`src/rtl/mem_dot_product.sv`:
```
// Signed MAC dot product over (activation, weight) word pairs streamed from the
// sequential-read memory. Optional ReLU on the result: define MEM_DOT_RELU_EN.
module mem_dot_product #(
  parameter int LEN_W = 9,
  parameter int ACC_W = 40
) (
  input  logic             clk,
  input  logic             reset_n,
  input  logic             start,
  input  logic [LEN_W-1:0] length,
  output logic             busy,
  input  logic             multi_cycle_mode,
  input  logic [1:0]       cycle_count,
  output logic             mem_rd_en,
  input  logic [15:0]      mem_rdata,
  output logic             res_valid,
  input  logic             res_ready,
  output logic [ACC_W-1:0] res_data
);

  typedef enum logic [2:0] {
    IDLE  = 3'd0,
    RD_A  = 3'd1,
    CAP_A = 3'd2,
    RD_B  = 3'd3,
    CAP_B = 3'd4,
    DONE  = 3'd5
  } state_t;

  state_t                   state_q, state_d;
  logic [1:0]               wait_q, wait_d;
  logic [LEN_W-1:0]         pairs_q, pairs_d;
  logic signed [15:0]       act_q, act_d;
  logic signed [ACC_W-1:0]  acc_q, acc_d;
  logic [ACC_W-1:0]         res_q, res_d;

  logic [1:0]               wait_lim;
  logic                     wait_last;
  logic signed [31:0]       act_ext, rdata_ext, prod;
  logic signed [ACC_W-1:0]  prod_ext, acc_sum;
  logic [ACC_W-1:0]         res_sel;

  // Timing inputs are sampled live; >= keeps the wait bounded if they change mid-read.
  assign wait_lim  = multi_cycle_mode ? cycle_count : 2'd0;
  assign wait_last = (wait_q >= wait_lim);

  assign act_ext   = {{16{act_q[15]}}, act_q};
  assign rdata_ext = {{16{mem_rdata[15]}}, mem_rdata};
  assign prod      = act_ext * rdata_ext;
  assign prod_ext  = ACC_W'(prod);
  assign acc_sum   = acc_q + prod_ext;

`ifdef MEM_DOT_RELU_EN
  assign res_sel = acc_sum[ACC_W-1] ? '0 : acc_sum;
`else
  assign res_sel = acc_sum;
`endif

  always_ff @(posedge clk or negedge reset_n) begin
    if (!reset_n) begin
      state_q <= IDLE;
      wait_q  <= '0;
      pairs_q <= '0;
      act_q   <= '0;
      acc_q   <= '0;
      res_q   <= '0;
    end else begin
      state_q <= state_d;
      wait_q  <= wait_d;
      pairs_q <= pairs_d;
      act_q   <= act_d;
      acc_q   <= acc_d;
      res_q   <= res_d;
    end
  end

  always_comb begin
    state_d   = state_q;
    wait_d    = wait_q;
    pairs_d   = pairs_q;
    act_d     = act_q;
    acc_d     = acc_q;
    res_d     = res_q;
    mem_rd_en = 1'b0;
    res_valid = 1'b0;
    case (state_q)
      IDLE: begin
        if (start) begin
          acc_d   = '0;
          res_d   = '0;
          wait_d  = '0;
          pairs_d = length;
          state_d = (length == '0) ? DONE : RD_A;
        end
      end
      RD_A: begin
        mem_rd_en = 1'b1;
        if (wait_last) begin
          wait_d  = '0;
          state_d = CAP_A;
        end else begin
          wait_d = wait_q + 2'd1;
        end
      end
      CAP_A: begin
        act_d   = $signed(mem_rdata);
        wait_d  = '0;
        state_d = RD_B;
      end
      RD_B: begin
        mem_rd_en = 1'b1;
        if (wait_last) begin
          wait_d  = '0;
          state_d = CAP_B;
        end else begin
          wait_d = wait_q + 2'd1;
        end
      end
      CAP_B: begin
        acc_d   = acc_sum;
        pairs_d = pairs_q - LEN_W'(1);
        wait_d  = '0;
        if (pairs_q == LEN_W'(1)) begin
          res_d   = res_sel;
          state_d = DONE;
        end else begin
          state_d = RD_A;
        end
      end
      DONE: begin
        res_valid = 1'b1;
        if (res_ready) state_d = IDLE;
      end
      default: state_d = IDLE;
    endcase
  end

  assign busy     = (state_q != IDLE);
  assign res_data = res_q;

endmodule

```
`config.mk`:
```
export PLATFORM = sky130hd
export DESIGN_NAME = mem_dot_product
export DESIGN_NICKNAME = d
export VERILOG_FILES = /design/src/rtl/mem_dot_product.sv
export SDC_FILE = /design/constraint.sdc
export NUM_CORES = 1
export LEC_CHECK = 0
export BUFFER_PORTS_ARGS = -buffer_cell sky130_fd_sc_hd__buf_2
export CORE_MARGIN = 2
export CORE_UTILIZATION = 54
export DETAILED_ROUTE_END_ITERATION = 8
export GPL_ROUTABILITY_DRIVEN = 0
export HOLD_SLACK_MARGIN = 0.12
export PLACE_DENSITY_LB_ADDON = 0.08
export SKIP_LAST_GASP = 1
export SYNTH_ARGS = -nofsm -noshare
export SYNTH_HDL_FRONTEND = slang
export SYNTH_SLANG_ARGS = --single-unit
```
`constraint.sdc`:
```
create_clock -name clk -period 8.45 [get_ports clk]
set_clock_uncertainty 0.05 [all_clocks]
set_input_delay 2.1125 -clock clk [delete_from_list [all_inputs] [get_ports clk]]
set_output_delay 2.1125 -clock clk [all_outputs]
set_load 0.005 [all_outputs]
```
; ---- Word level (Yosys, flattened, before mapping)
; Index checks and enable logic that the tools add are counted.
[op_classes]
n_addsub = 3
mul = 1
order_cmp = 1
n_eq_ne = 11
muxes = 19
n_reduce_logical = 11
[ops]
columns = operator, n
row1 = $pmux W40 S2, 2
row2 = $mux W40, 2
row3 = $add A40 B32 Y40, 1
row4 = $mul A16 B16 Y32, 1
row5 = $mux W3, 6
row6 = $pmux W3 S6, 1
row7 = $pmux W9 S2, 1
row8 = $ne A2 B2 Y1 const B, 5
row9 = $eq A9 B1 Y1 const B, 1
row10 = $logic_not A9 Y1, 1
row11 = $mux W9, 1
row12 = $sub A9 B1 Y9 const B, 1
row13 = $eq A3 B2 Y1 const B, 2
row14 = $eq A3 B3 Y1 const B, 2
row15 = $mux W2, 3
row16 = $pmux W2 S3, 1
row17 = $reduce_bool A3 Y1, 2
row18 = $reduce_and A2 Y1, 2
row19 = $reduce_and A4 Y1, 1
row20 = $reduce_or A2 Y1, 2
row21 = $eq A3 B1 Y1 const B, 1
row22 = $logic_not A3 Y1, 1
row23 = $reduce_and A3 Y1, 1
row24 = $add A2 B1 Y2 const B, 1
row25 = 3 further kinds, 4
[word_totals]
register_bits = 110
inputBits = 32
output_inout_bits = 43

; ---- Longest topological paths before layout
[depth]
depth_word = 4
mapped_depth = 25
mapped_depth_nobuf = 24

; ---- Worst setup path before layout
; Ideal clock, no wire load.
[synth_path]
path_type = input-to-reg
from = in mem_rdata[1]
to = reg acc_q[38]
setup_time_ns = 0.121
arrival_time_ns = 7.793
t_required_ns = 8.279
slack_ns = 0.486
stages = 22
path_buffers = 1
cell_sequence = clkbuf_1 > nand2_1 > inv_1 > fa_1 > fa_1 > inv_1 > fa_1 > fa_1 > inv_1 > fa_1 > inv_1 > fa_1 > inv_1 > ha_1 > and3_2 > nand2_1 > nor2_1 > a211oi_1 > o31ai_2 > a31oi_1 > xnor2_1 > a22o_1
[synth_between]
elab_chain_len = 3
[synth_lines]
columns = element, line
row1 = from (decl), 15  ; input logic [15:0] mem_rdata,
row2 = $mul A16 B16 Y32, 49  ; assign prod = act_ext * rdata_ext;
row3 = $add A40 B32 Y40, 51  ; assign acc_sum = acc_q + prod_ext;
row4 = $pmux W40 S2, 86  ; case (state_q)
row5 = to (signal assigned), 65  ; acc_q <= '0;
row6 = to (signal assigned), 72  ; acc_q <= acc_d;
row7 = to (decl), 34  ; logic signed [ACC_W-1:0] acc_q, acc_d;
; No other way between the ends.
; A chain may end at the register's enable or synchronous reset.

; ---- Worst setup path after layout
[layout_path]
from = in mem_rdata[2]
to = reg res_q[34] (netlist: res_data[34])
[layout_between]
elab_chain_len = 4
[layout_lines]
columns = element, line
row1 = $mul A16 B16 Y32, 49
row2 = $add A40 B32 Y40, 51
row3 = $mux W40, 123  ; if (pairs_q == LEN_W'(1)) begin
row4 = $pmux W40 S2, 86
row5 = to (signal assigned), 73  ; res_q <= res_d;
row6 = to (decl), 35  ; logic [ACC_W-1:0] res_q, res_d;
; No other way between the ends. The select of a mux whose other input is x is not followed.

==> results by group <==
Run status
  – Outcome: completed

Synth
  – Synth Area in Compound Gates: 0.07528
  – Synth Flop Type: dfrtp_1
  – Adder-cell share of the synthesized area: 0.4827
  – Post-synth top area share: 0.3939
  – Sequential cell area fraction in the yosys report: 0.1641
  – Post-synth EDFFs: 0
  – Synth area leader: fa_1
  – Synth Register Bits: 110
  – Syn Nets: 2246
  – Synth cell types: 71
  – Synth top cells by count: inv_1 (413), fa_1 (330), nand2_1 (271)
  – Largest family of logic cells by synthesized area: adder cells
  – Synth Area in XOR/XNOR: 0.02402
  – Gate count after technology mapping: 1765
  – Multiplexer area fraction after synthesis: 0.01201
  – Top cells by area, synth: fa_1 (39%), dfrtp_1 (16%), inv_1 (9.2%)
  – Async set-reset flop share out of synthesis: 1.000
  – Simple-gate share of the synthesized area: 0.1323
  – Yosys warning count: 0
  – Mean Syn Cell Area: 9.502 um^2
  – Most common cell in the synthesized netlist: inv_1
  – Synth Cell Area: 0.01677 mm^2

CTS
  – Root Buffer: clkbuf_16
  – Post_cts resized: 0
  – Num CTS Buffers: 9
  – H-Tree Depth: 3
  – TritonCTS clock tree: built
  – Cts hold-fix bufs: 0
  – Clock latency on the worst-skew pair: 370 ps
  – Clk sink count: 110
  – Post-CTS Setup Bufs: 0
  – Clk pin slew, worst setup/hold paths: 90 ps
  – Max clock buf depth: 2

Route
  – Post-route ant nets: 0
  – Final WL: 38510 um
  – Mean number of vias per cell: 5.228
  – Iter 0 DRT Violations: 532
  – Router iterations before antenna repair: 5
  – Wire per inst: 17.32 um
  – Number of remaining DRC errors: 0
  – Vias post-DR: 11620

Die
  – Die width: 180.2 um
  – Die Area: 0.03248 mm^2
  – Die Y: 180.2 um
  – Core area: 0.03059 mm^2
  – Starting Density: 0.5483
  – I/O pins: 75
  – # rows: 64

Placed design
  – DP Wirelength: 31930 um
  – PortBufs: 74

Run
  – Total of max-cap violations: 0

Setup path
  – CP startpoint kind: input pin
  – Worst Path Max Fanout: 10
  – Critical Path Sink Type: flip-flop
  – CP Cell Sequence: buf_2, nand2_1, inv_1, fa_1, fa_1, inv_1, fa_1, fa_1, inv_1, fa_1, inv_1, fa_1, inv_1, ha_1, a21oi_1, o21ai_0, a311o_1, o31ai_4, o21ai_2, a31oi_1, xnor2_1, a22o_1
  – CP Class: input pin to flip-flop
  – Crit path largest cell delay: 730 ps
  – CP dominant cell by count: fa_1
  – WP buf/inv: 6
  – Slowest CP cell: fa_1
  – Kind of cell adding the most delay to the critical path: adder cells
  – WP data required: 8660 ps
  – WP data arrival: 8180 ps

Timing
  – Setup tns final: 0 ps
  – Tmin final: 7969 ps
  – RSZ-0062 raised after global routing: no
  – Setup violators final: 0
  – Tightest Pin Transition: 965.6 ps
  – F_max: 125.5 MHz
  – Crit share post-route: 0.9431
  – Slew Limit Fails: 0
  – Final hold vios: 0
  – Slew margin rel.: 0.3547

Final layout
  – Area grow syn2layout: 7.117%
  – Final net count: 2303
  – Share of cells above drive strength 1: 0.09414
  – Util after Layout: 0.5873
  – ANT cells: 0

GRT
  – Largest net degree at the start of global routing: 74
  – Vias in the first global route: 12510
  – First-pass GRT wire length: 66490 um
  – Overall routing resource usage: 0.2562
  – GRT Residual Overflow: 0
  – Antenna violations before repair: 0

Min path
  – HP Class: flip-flop to flip-flop
-- layer usage --
| metal | wire length [um] | vias up | GRT usage | part of all wire |
|---|---|---|---|---|
| met5 | 0 | - | 0 | 0 |
| li1 | - | 5400 | - | - |
| met2 | 17790 | 258 | 0.4070 | 0.46 |
| met1 | 18140 | 5923 | 0.3798 | 0.47 |
| met4 | 508 | 0 | 0.04613 | 0.013 |
| met3 | 2067 | 41 | 0.03941 | 0.054 |
-- layout by cell type, fill, tap and decap left out, drive strengths merged, types with 5 or more instances in the layout --
master and instances:
and2 119, fa 330, dfrtp 110, buf 109
inv 418, xnor2 31, o211ai 7, a21oi 42
clkbuf 9, o31ai 7, nand2 271, o21ai 69
nor2 37, o21bai 7, nand2b 5, xor2 15
nand3 21, a22o 6, a21o 17, ha 119
mux2 17
-- sequential cells by signal, indices dropped and copies added, names as in the netlist --
name,cells
state_q,3
act_q,16
res_data,40
acc_q,40
pairs_q,9
wait_q,2
-- worst paths after layout --
| check | startpoint | to | slack (ps) | depth (start not counted) |
|---|---|---|---|---|
| setup / recovery | mem_rdata[2] | res_data[34] | 480 | 22 |
| hold / removal | res_data[3] | res_data[3] | 440 | 2 |
| setup reg to reg | act_q[15] | res_data[34] | 1590 | 21 |
| hold reg to reg | res_data[3] | res_data[3] | 440 | 2 |
| max in group asynchronous | reset_n | pairs_q[6] | 5300 | 2 |
| min in group asynchronous | reset_n | res_data[3] | 1680 | 1 |
-- logic make-up (layout without fill, tap and decap cells) --
family	after synthesis	count (layout)
AND/OR/NAND/NOR	477	477
AO/OA/AOI/OAI	189	189
buffers and inverters	476	538
flip-flops	110	110
adder cells (fa/ha/maj)	449	449
multiplexers	18	18
XOR/XNOR	46	46
-- worst reg2reg max path: stages (launching register included) --
cell	delay (ps)
dfrtp_1	790
nand2_1	210
inv_1	130
fa_1	570
fa_1	530
inv_1	330
fa_1	630
fa_1	540
inv_1	50
fa_1	470
inv_1	50
fa_1	480
inv_1	50
ha_1	340
a21oi_1	180
o21ai_0	130
a311o_1	320
o31ai_4	280
o21ai_2	100
a31oi_1	220
xnor2_1	130
a22o_1	190
-- per-stage QoR --
stage	area, um^2	instances	setup WS, ps	hold WS [ps]
after floorplan	16770	1765	486.1	395.8
after global placement	17640	2207	186.1	411.1
after detailed placement	17640	2207	107.6	415.6
after CTS	17960	2223	476.2	439.1
after global routing	17960	2223	96.89	468.6
final	17960	2223	481.1	435.0
-- final cells by class --
class / count / area, um^2
Clock buffer: 9 / 225.2
Clock inverter: 7 / 98.84
Fill cell: 2776 / 12620
Inverter: 413 / 1550
Multi-Input combinational cell: 1179 / 12190
Sequential cell: 110 / 2753
Tap cell: 396 / 495.5
Timing Repair Buffer: 109 / 648.1
Power is not shown: default switching activity piles up to over one toggle a cycle in this logic, so the estimate is an artifact.
